## src/rtl/tx_fcs_insert.sv

```systemverilog
// Transmit framing stage: zero-pads short frames to the minimum length and appends
// the CRC-32 FCS, merging FCS bytes into free lanes of the last payload word.
module tx_fcs_crc32 (
   input  logic        clk,
   input  logic        rst,
   input  logic [31:0] data_i,
   input  logic [3:0]  keep_i,
   input  logic        valid_i,
   output logic [31:0] crc_o
);
   logic [31:0] crc_q, crc_d;

   function automatic logic [31:0] crc_byte(input logic [31:0] c, input logic [7:0] b);
      logic [31:0] r;
      r = c ^ {24'h0, b};
      for (int i = 0; i < 8; i++) r = r[0] ? ((r >> 1) ^ 32'hEDB8_8320) : (r >> 1);
      return r;
   endfunction

   always_comb begin
      crc_d = crc_q;
      if (valid_i)
         for (int i = 0; i < 4; i++)
            if (keep_i[i]) crc_d = crc_byte(crc_d, data_i[8*i +: 8]);
   end

   // Output reflects the current beat so the FCS is available on the beat that ends the input.
   assign crc_o = ~crc_d;

   always_ff @(posedge clk) begin
      if (rst) crc_q <= 32'hFFFF_FFFF;
      else     crc_q <= crc_d;
   end
endmodule

module tx_fcs_insert #(
   parameter bit ENABLE_PAD      = 1'b1,
   parameter int MIN_FRAME_BYTES = 60
) (
   input  logic        clk,
   input  logic        rst,
   input  logic [31:0] in_data,
   input  logic [3:0]  in_keep,
   input  logic        in_valid,
   input  logic        in_last,
   output logic        in_ready,
   output logic [31:0] out_data,
   output logic [3:0]  out_keep,
   output logic        out_valid,
   output logic        out_last,
   input  logic        out_ready
);
   localparam int          CW    = $clog2(MIN_FRAME_BYTES + 1) + 1;
   localparam logic [31:0] MIN_U = 32'(MIN_FRAME_BYTES);

   typedef enum logic [1:0] {S_DATA, S_PAD, S_FCS, S_TAIL} state_t;

   state_t        state_q, state_d;
   logic [CW-1:0] cnt_q, cnt_d;
   logic [31:0]   out_data_q, out_data_d, fcs_q, fcs_d;
   logic [3:0]    out_keep_q, out_keep_d;
   logic          out_valid_q, out_valid_d, out_last_q, out_last_d;
   logic [2:0]    tail_n_q, tail_n_d;

   logic          load, crc_rst, crc_vld, pad_need, zero_fill;
   logic [31:0]   crc_data, crc, cnt_ext, lane_mask;
   logic [3:0]    crc_keep;
   logic [2:0]    n;

   function automatic logic [2:0] keep_count(input logic [3:0] k);
      case (k)
         4'hF:    return 3'd4;
         4'h7:    return 3'd3;
         4'h3:    return 3'd2;
         default: return 3'd1;
      endcase
   endfunction

   function automatic logic [3:0] low_keep(input logic [2:0] c);
      case (c)
         3'd1:    return 4'h1;
         3'd2:    return 4'h3;
         3'd3:    return 4'h7;
         default: return 4'hF;
      endcase
   endfunction

   function automatic logic [31:0] keep_mask(input logic [3:0] k);
      return {{8{k[3]}}, {8{k[2]}}, {8{k[1]}}, {8{k[0]}}};
   endfunction

   function automatic logic [CW-1:0] sat_add4(input logic [CW-1:0] c);
      logic [31:0] s;
      s = 32'(c) + 32'd4;
      return (s >= MIN_U) ? MIN_U[CW-1:0] : s[CW-1:0];
   endfunction

   assign load      = out_ready || !out_valid_q;
   assign in_ready  = (state_q == S_DATA) && load;
   assign crc_rst   = !rst || (state_q == S_FCS) || (state_q == S_TAIL);
   assign n         = keep_count(in_keep);
   assign cnt_ext   = 32'(cnt_q);
   assign pad_need  = ENABLE_PAD && ((cnt_ext + 32'(n)) < MIN_U);
   assign lane_mask = keep_mask(in_keep);
   assign zero_fill = in_last && pad_need;

   // CRC input steering kept apart from the FSM so the engine output is not in a loop with it.
   assign crc_vld  = load && (((state_q == S_DATA) && in_valid) || (state_q == S_PAD));
   assign crc_data = (state_q == S_PAD) ? 32'h0 : (zero_fill ? (in_data & lane_mask) : in_data);
   assign crc_keep = ((state_q == S_PAD) || zero_fill) ? 4'hF : in_keep;

   tx_fcs_crc32 u_crc (
      .clk     (clk),
      .rst     (crc_rst),
      .data_i  (crc_data),
      .keep_i  (crc_keep),
      .valid_i (crc_vld),
      .crc_o   (crc)
   );

   always_comb begin
      state_d     = state_q;
      cnt_d       = cnt_q;
      out_data_d  = out_data_q;
      out_keep_d  = out_keep_q;
      out_valid_d = out_valid_q;
      out_last_d  = out_last_q;
      fcs_d       = fcs_q;
      tail_n_d    = tail_n_q;
      if (load) begin
         out_valid_d = 1'b0;
         case (state_q)
            S_DATA: if (in_valid) begin
               out_valid_d = 1'b1;
               out_keep_d  = 4'hF;
               out_last_d  = 1'b0;
               out_data_d  = in_data;
               cnt_d       = sat_add4(cnt_q);
               if (in_last) begin
                  if (pad_need) begin
                     out_data_d = in_data & lane_mask;
                     if (cnt_ext + 32'd4 == MIN_U) begin
                        fcs_d   = crc;
                        state_d = S_FCS;
                     end else begin
                        state_d = S_PAD;
                     end
                  end else if (n == 3'd4) begin
                     fcs_d   = crc;
                     state_d = S_FCS;
                  end else begin
                     // Low FCS bytes fill the free lanes; the rest go out in the tail beat.
                     out_data_d = (in_data & lane_mask) | (crc << {n, 3'b000});
                     fcs_d      = crc >> {3'd4 - n, 3'b000};
                     tail_n_d   = n;
                     state_d    = S_TAIL;
                  end
               end
            end
            S_PAD: begin
               out_valid_d = 1'b1;
               out_data_d  = 32'h0;
               out_keep_d  = 4'hF;
               out_last_d  = 1'b0;
               cnt_d       = sat_add4(cnt_q);
               if (cnt_ext + 32'd4 == MIN_U) begin
                  fcs_d   = crc;
                  state_d = S_FCS;
               end
            end
            S_FCS: begin
               out_valid_d = 1'b1;
               out_data_d  = fcs_q;
               out_keep_d  = 4'hF;
               out_last_d  = 1'b1;
               cnt_d       = '0;
               state_d     = S_DATA;
            end
            S_TAIL: begin
               out_valid_d = 1'b1;
               out_data_d  = fcs_q;
               out_keep_d  = low_keep(tail_n_q);
               out_last_d  = 1'b1;
               cnt_d       = '0;
               state_d     = S_DATA;
            end
            default: state_d = S_DATA;
         endcase
      end
   end

   always_ff @(posedge clk or negedge rst) begin
      if (!rst) begin
         state_q     <= S_DATA;
         cnt_q       <= '0;
         out_data_q  <= 32'h0;
         out_keep_q  <= 4'h0;
         out_valid_q <= 1'b0;
         out_last_q  <= 1'b0;
         fcs_q       <= 32'h0;
         tail_n_q    <= 3'd0;
      end else begin
         state_q     <= state_d;
         cnt_q       <= cnt_d;
         out_data_q  <= out_data_d;
         out_keep_q  <= out_keep_d;
         out_valid_q <= out_valid_d;
         out_last_q  <= out_last_d;
         fcs_q       <= fcs_d;
         tail_n_q    <= tail_n_d;
      end
   end

   assign out_data  = out_data_q;
   assign out_keep  = out_keep_q;
   assign out_valid = out_valid_q;
   assign out_last  = out_last_q;
endmodule

```

## config.mk

```make
export PLATFORM = sky130hd
export DESIGN_NAME = tx_fcs_insert
export DESIGN_NICKNAME = d
export VERILOG_FILES = /design/src/rtl/tx_fcs_insert.sv
export SDC_FILE = /design/constraint.sdc
export NUM_CORES = 1
export LEC_CHECK = 0
export CAP_MARGIN = 0
export CORE_UTILIZATION = 45
export CTS_CLUSTER_DIAMETER = 50
export DETAILED_ROUTE_END_ITERATION = 8
export PLACE_DENSITY = 0.72
export SLEW_MARGIN = 20
export SYNTH_ARGS = -nofsm -noshare
export SYNTH_HDL_FRONTEND = slang
export SYNTH_SLANG_ARGS = --single-unit
```

## constraint.sdc

```tcl
create_clock -name clk -period 11.3 [get_ports clk]
set_clock_uncertainty 0.15 [all_clocks]
set_input_delay 1.13 -clock clk [delete_from_list [all_inputs] [get_ports clk]]
set_output_delay 1.13 -clock clk [all_outputs]
set_load 0.1 [all_outputs]
```

**Yosys cells after proc, flatten, opt, wreduce, memory -nomap -nowiden**

Index checks and enable logic that the tools add are counted.

- RAM bits: 0
- Register bits after elaboration: 114
- Input bits: 41
- Output and inout port bits: 39
- Memories kept: 0
- Bits in read-only memories: 0
- Latch bits: 0

- $lt $le $gt $ge: 2
- Reductions and logical operators: 20
- $add $sub $neg: 3
- Bitwise logic cells: 41
- Multiply operators: 0
- Multiplexer cells: 72
- Shifts and indexed selects: 2
- Div/mod/pow operators: 0
- Eq/ne operators: 14

Operator list:

| cell | count |
|---|---|
| 2-to-1 mux 32 bit | 51 |
| NOT 13 -> 14 bit | 32 |
| bitwise XOR 32 x 8 -> 32 bit | 4 |
| one-hot mux 32 bit (3 select lines) | 1 |
| one-hot mux 32 bit (2 select lines) | 1 |
| AND 32 bit | 1 |
| greater-or-equal comparator 32 x 6 -> 1 bit (second input constant) | 1 |
| NOT 32 bit | 1 |
| bitwise OR 32 bit | 1 |
| left shift 32 x 6 -> 32 bit | 1 |
| right shift 32 x 6 -> 32 bit | 1 |
| one-hot mux 4 bit (3 select lines) | 2 |
| one-hot mux 7 bit (3 select lines) | 1 |
| 2-to-1 mux 7 bit | 2 |
| 2-to-1 mux 2 bit | 5 |
| one-hot mux 3 bit (3 select lines) | 1 |
| adder 7 x 3 -> 8 bit | 1 |
| adder 7 x 3 -> 8 bit (second input constant) | 1 |
| equality test 8 x 6 -> 1 bit (second input constant) | 1 |
| < comparator 8 x 6 -> 1 bit (second input constant) | 1 |
| 2-to-1 mux 4 bit | 2 |
| AND reduction 4 bit | 2 |
| equality test 3 x 2 -> 1 bit (second input constant) | 2 |
| one-hot mux 2 bit (3 select lines) | 1 |
| other kinds (23) | 37 |

**Logic depth before layout (Yosys ltp)**

Gate-level depths: netlist of run 1.

- Word-level depth: 91
- Mapped depth: 29
- Gate-level depth less buffers: 23

**Cells and area by module**

A second synthesis of run 1 with hierarchy kept.

- Cell total of the unflattened synthesis: 1230
- Area, all modules: 11658.7 sq um

By module, submodules not included:

| module | instances | cells each | sequential area each (sq um) | area each (sq um) |
|---|---|---|---|---|
| tx_fcs_crc32 | 1 | 703 | 640.6 | 6533.8 |
| tx_fcs_insert | 1 | 527 | 2001.9 | 5124.9 |

**Worst setup path after synthesis of run 1**

Ideal clock, no wire load.

- Kind: input to register
- Start: in in_keep[0]
- End: reg out_data_q[31] (netlist: out_data[31])
- Stages: 27
- Path slack: 3.125 ns
- Arrival: 7.930 ns
- Buffers on the path: 4
- Cell sequence: clkbuf_1 > buf_1 > and3_1 > nand2_1 > inv_1 > ha_1 > maj3_2 > a21o_4 > a311oi_4 > a21boi_1 > nor2_1 > a2111o_1 > or2_0 > clkbuf_1 > and3_1 > or4_1 > clkbuf_1 > xor2_1 > xnor2_1 > xor3_1 > xnor2_1 > mux2i_1 > xor3_1 > a211o_1 > o21ai_1 > a211oi_1 > o31ai_1

- Cells in the longest elaborated chain, start to end: 72

Ends and longest elaborated chain:

| what | RTL line | text |
|---|---|---|
| start: declaration | 43 | `input logic [3:0] in_keep,` |
| equality test 4 x 2 -> 1 bit, or another cell as far along | 71 | `case (k)` |
| one-hot mux 3 bit (3 select lines) * | 71 |  |
| via n[2] | 68 | `logic [2:0] n;` |
| adder 7 x 3 -> 8 bit | 103 | `assign pad_need = ENABLE_PAD && ((cnt_ext + 32'(n)) < MIN_U);` |
| < comparator 8 x 6 -> 1 bit | 103 |  |
| logical AND 1 bit | 105 | `assign zero_fill = in_last && pad_need;` |
| 2-to-1 mux 32 bit (2 in a row) | 109 | `assign crc_data = (state_q == S_PAD) ? 32'h0 : (zero_fill ? (in_data & lane_mask) : in_data);` |
| bitwise XOR 32 x 8 -> 32 bit | 15 | `r = c ^ {24'h0, b};` |
| [... 56 more ...] | - |  |
| NOT 32 bit | 28 | `assign crc_o = ~crc_d;` |
| left shift 32 x 6 -> 32 bit | 153 | `out_data_d = (in_data & lane_mask) \| (crc << {n, 3'b000});` |
| bitwise OR 32 bit | 153 |  |
| 2-to-1 mux 32 bit | 148 | `end else if (n == 3'd4) begin` |
| 2-to-1 mux 32 bit * | 140 | `if (pad_need) begin` |
| 2-to-1 mux 32 bit * | 139 | `if (in_last) begin` |
| 2-to-1 mux 32 bit * | 133 | `S_DATA: if (in_valid) begin` |
| one-hot mux 32 bit (3 select lines) * | 132 | `case (state_q)` |
| end signal: assignment | 205 | `out_data_q <= out_data_d;` |
| end: declaration | 60 | `logic [31:0] out_data_q, out_data_d, fcs_q, fcs_d;` |

The timed path passes the listed nets; every way through them passes the cells marked *. The select of a mux whose other input is x is not followed.
A chain may end at the register's enable or synchronous reset.

**Final worst setup path of run 1**

- Start: in in_keep[2]
- End: reg out_data_q[31] (netlist: out_data[31])

The elaborated chain is that of the path after synthesis.

==> out/metrics.yaml, run 1 <==
critical_path:
  crit_path_start_kind: "input port"
  slowest_delay_ns: 0.71
  cp_max_fo: 28
  critPathKind: "in2reg"
  crit_top_cell: "xnor2_1"
  worstPathRequired_ns: 11.42
  worst_path_max_delay_cell: "clkdlybuf4s50_1"
  critPathArrivalTime_ns: 10.43
  cp.buffers_inverters: 3
  cp_top_family: "XOR/XNOR gates"
  end_kind: "register"
clocking:
  root_buffer: "clkbuf_16"
  h-tree-depth: 3
  clock_sinks: 112
  ctsHoldBuffers: 0
  numCtsBuffers: 9
  path_clk_slew_ns: 0.09
  cts_setup_buffers: 0
  cts_resized: 0
  clk_latency_ns: 0.36
  tritoncts: "yes"
  cts_buffer_depth: 2
timing:
  setup_tns_ns: 0
  fmax_ghz: 0.0970
  slew_viol_final: 0
  maxSlewHeadroom_pct: 28.7
  min_period_over_period_pct: 91.2
  hold_viol: 0
  tightest_slew_ns: 1.07
  finalCriticalPeriod_ns: 10.31
  setup_viol: 0
  rsz0062_at_grt: "false"
floorplan:
  die_h_um: 170
  num_io_pins: 80
  core_mm2: 0.0279
  dieArea_mm2: 0.0291
  initial_core_util_pct: 45.8
  die_w_um: 170
  rows: 61
route:
  firstDrtPassIters: 6
  drtAntennaViolNets: 0
  avgViaCountPerCell: 6.64
  drtIter0Drc: 1470
  dr_total_vias: 13200
  wire_per_inst_um: 28.3
  route.detailed.drc: 0
  finalWirelength_um: 56400
global_routing:
  grt_pass1_wl_um: 81600
  grt_overflow: 0
  track_usage_pct: 38.9
  antenna_found_initial: 0
  grt_pass1_vias: 12300
  grt_start_max_net_pins: 82
cells_and_area:
  drive_gt1_share_pct: 7.99
  multiInputGateArea_mm2: 0.00971
  nets: 1656
  stdcell_count: 1993
  diodes: 0
  fillers: 2703
  seq_area_mm2: 0.00264
  syn_to_final_growth_pct: 12.1
synth:
  synth-main-ff-cell: "dfrtp_1"
  ys_seq_area_share_pct: 20.7
  syn_inst: 1573
  yosys.area.top_type: "dfrtp_1"
  synth_area_mm2: 0.0128
  yosys_warnings: 0
  syn_nets: 1619
  yosys_register_bits: 112
  synth-async-reset-ratio_pct: 71.4
  synth_edf_count: 0
  ys_types: 96
  syn_avg_cell_area_um2: 8.12
  synth_top_area_share_pct: 15.7
  synth_area_leaders: "dfrtp_1 16%, xnor2_1 10%, xnor3_1 5.8%"
run_status:
  status: "completed"
job:
  cap_viol_max_count: 0
placement:
  port_buffers: 79
  gp_congestion: 1.02
  dp_cells: 1977
  hpwl_um: 44000
worst_hold_path:
  min_path_type: "reg2reg"
==> registers in the layout (all words and copies together), names as in the netlist <==
register	cells
cnt_q	5
fcs_q	32
out_data	32
out_keep	4
out_last	1
out_valid	1
state_q	2
tail_n_q	3
u_crc.crc_q	32
==> kinds of logic (layout without fill, tap and decap cells) <==
group / after synthesis / count (layout) / synth area share (%)
AND/OR/NAND/NOR: 542 / 542 / 20.0
AO/OA/AOI/OAI: 477 / 477 / 25.8
XOR/XNOR: 269 / 269 / 25.0
buffers and inverters: 116 / 158 / 3.69
flip-flops: 112 / 112 / 20.7
multiplexers: 51 / 51 / 4.16
adder cells (fa/ha/maj): 6 / 6 / 0.578
==> worst paths after layout <==
| check | cells past startpoint | slack (ns) | start | endpoint |
|---|---|---|---|---|
| setup / recovery | 25 | 0.99 | in_keep[2] | out_data[31] |
| hold / removal | 2 | 0.34 | fcs_q[31] | fcs_q[31] |
| setup reg to reg | 21 | 3.17 | cnt_q[2] | out_data[31] |
| hold reg to reg | 2 | 0.34 | fcs_q[31] | fcs_q[31] |
| max in group asynchronous | 1 | 9.77 | rst | fcs_q[16] |
| min in group asynchronous | 1 | 0.65 | rst | fcs_q[11] |
==> stage by stage <==
step                      setup WS, ns  area [um^2]  hold slack (ns)  utilization (%)
after CTS                         1.32        14300            0.336             51.4
after detailed placement         0.943        14000            0.317             50.4
after global placement           0.934        14000            0.299             50.4
after global routing             0.767        14300            0.361             51.4
after floorplan                   3.12        12800            0.292                -
final                            0.991        14300            0.335             51.4
==> area by class of cell <==
type,instances,share of cell area (%)
clock inverters,5,0.323
repair buffers,129,8.15
inverters,13,0.341
multi-input cells,1345,67.8
clock buffers,11,1.63
flip-flops and latches,112,18.5
well taps,378,3.30
==> tightest hold or removal path, stage by stage, from the launching register on <==
cell and delay (ns):
dfrtp_1 0.35, nand2_1 0.04, o21ai_0 0.06
==> cells in the mapped netlist, types with 10 or more instances <==
library cell,count
xor2_1,53
o21ai_0,89
and2_1,20
a211oi_1,29
dfrtp_1,80
xnor3_1,33
mux2i_1,45
nor2_1,125
o21ai_1,23
inv_1,13
o211a_1,10
a22oi_1,17
dfxtp_1,32
a21oi_1,115
and3_1,43
nand2b_1,22
nand3_1,38
a221o_1,10
xnor2_1,153
buf_1,12
nand2_1,183
clkbuf_1,78
nor3_1,37
a221oi_1,17
o21a_1,12
or3_1,20
xor3_1,15
o211ai_1,29
a211o_1,10
==> routing by layer <==
layer  GRT usage [%]  share of wire, %  routed length (um)
met3            7.07                10                5790
met5               0                 0                   0
met4            17.6               5.3                2990
met1            50.8                39               22200
met2            62.3                45               25500
==> placed cells by master, fill, tap and decap left out, drive strengths merged, types with 10 or more instances in the layout <==
cell type	instances
a31oi	12
xor2	61
o21ai	113
dfrtp	80
a211oi	30
a22oi	17
a221o	10
buf	51
and2	21
o21a	12
nand2b	22
inv	17
o211a	10
xor3	15
nand2	183
clkbuf	11
nor3	38
nor2	127
o211ai	29
mux2i	47
nand3	39
a211o	10
a221oi	20
xnor2	160
a21oi	115
xnor3	33
or2	12
or3	20
dfxtp	32
and3	43
clkdlybuf4s50	78
Power of run 1 is not shown: default switching activity piles up to over one toggle a cycle in this logic, so the estimate is an artifact.
==> run 2: changes to the inputs <==
--- a/config.mk
+++ b/config.mk
@@ -5,11 +5,12 @@
 export SDC_FILE = /design/constraint.sdc
 export NUM_CORES = 1
 export LEC_CHECK = 0
-export CAP_MARGIN = 0
+export CAP_MARGIN = 20
 export CORE_UTILIZATION = 45
 export CTS_CLUSTER_DIAMETER = 50
 export DETAILED_ROUTE_END_ITERATION = 8
 export PLACE_DENSITY = 0.72
+export SKIP_CTS_REPAIR_TIMING = 1
 export SLEW_MARGIN = 20
 export SYNTH_ARGS = -nofsm -noshare
 export SYNTH_HDL_FRONTEND = slang
==> results of run 2 <==
Same layout as run 1: the final DEF is identical, and so are final timing and power.
Power of run 2 is left out for the same reason.
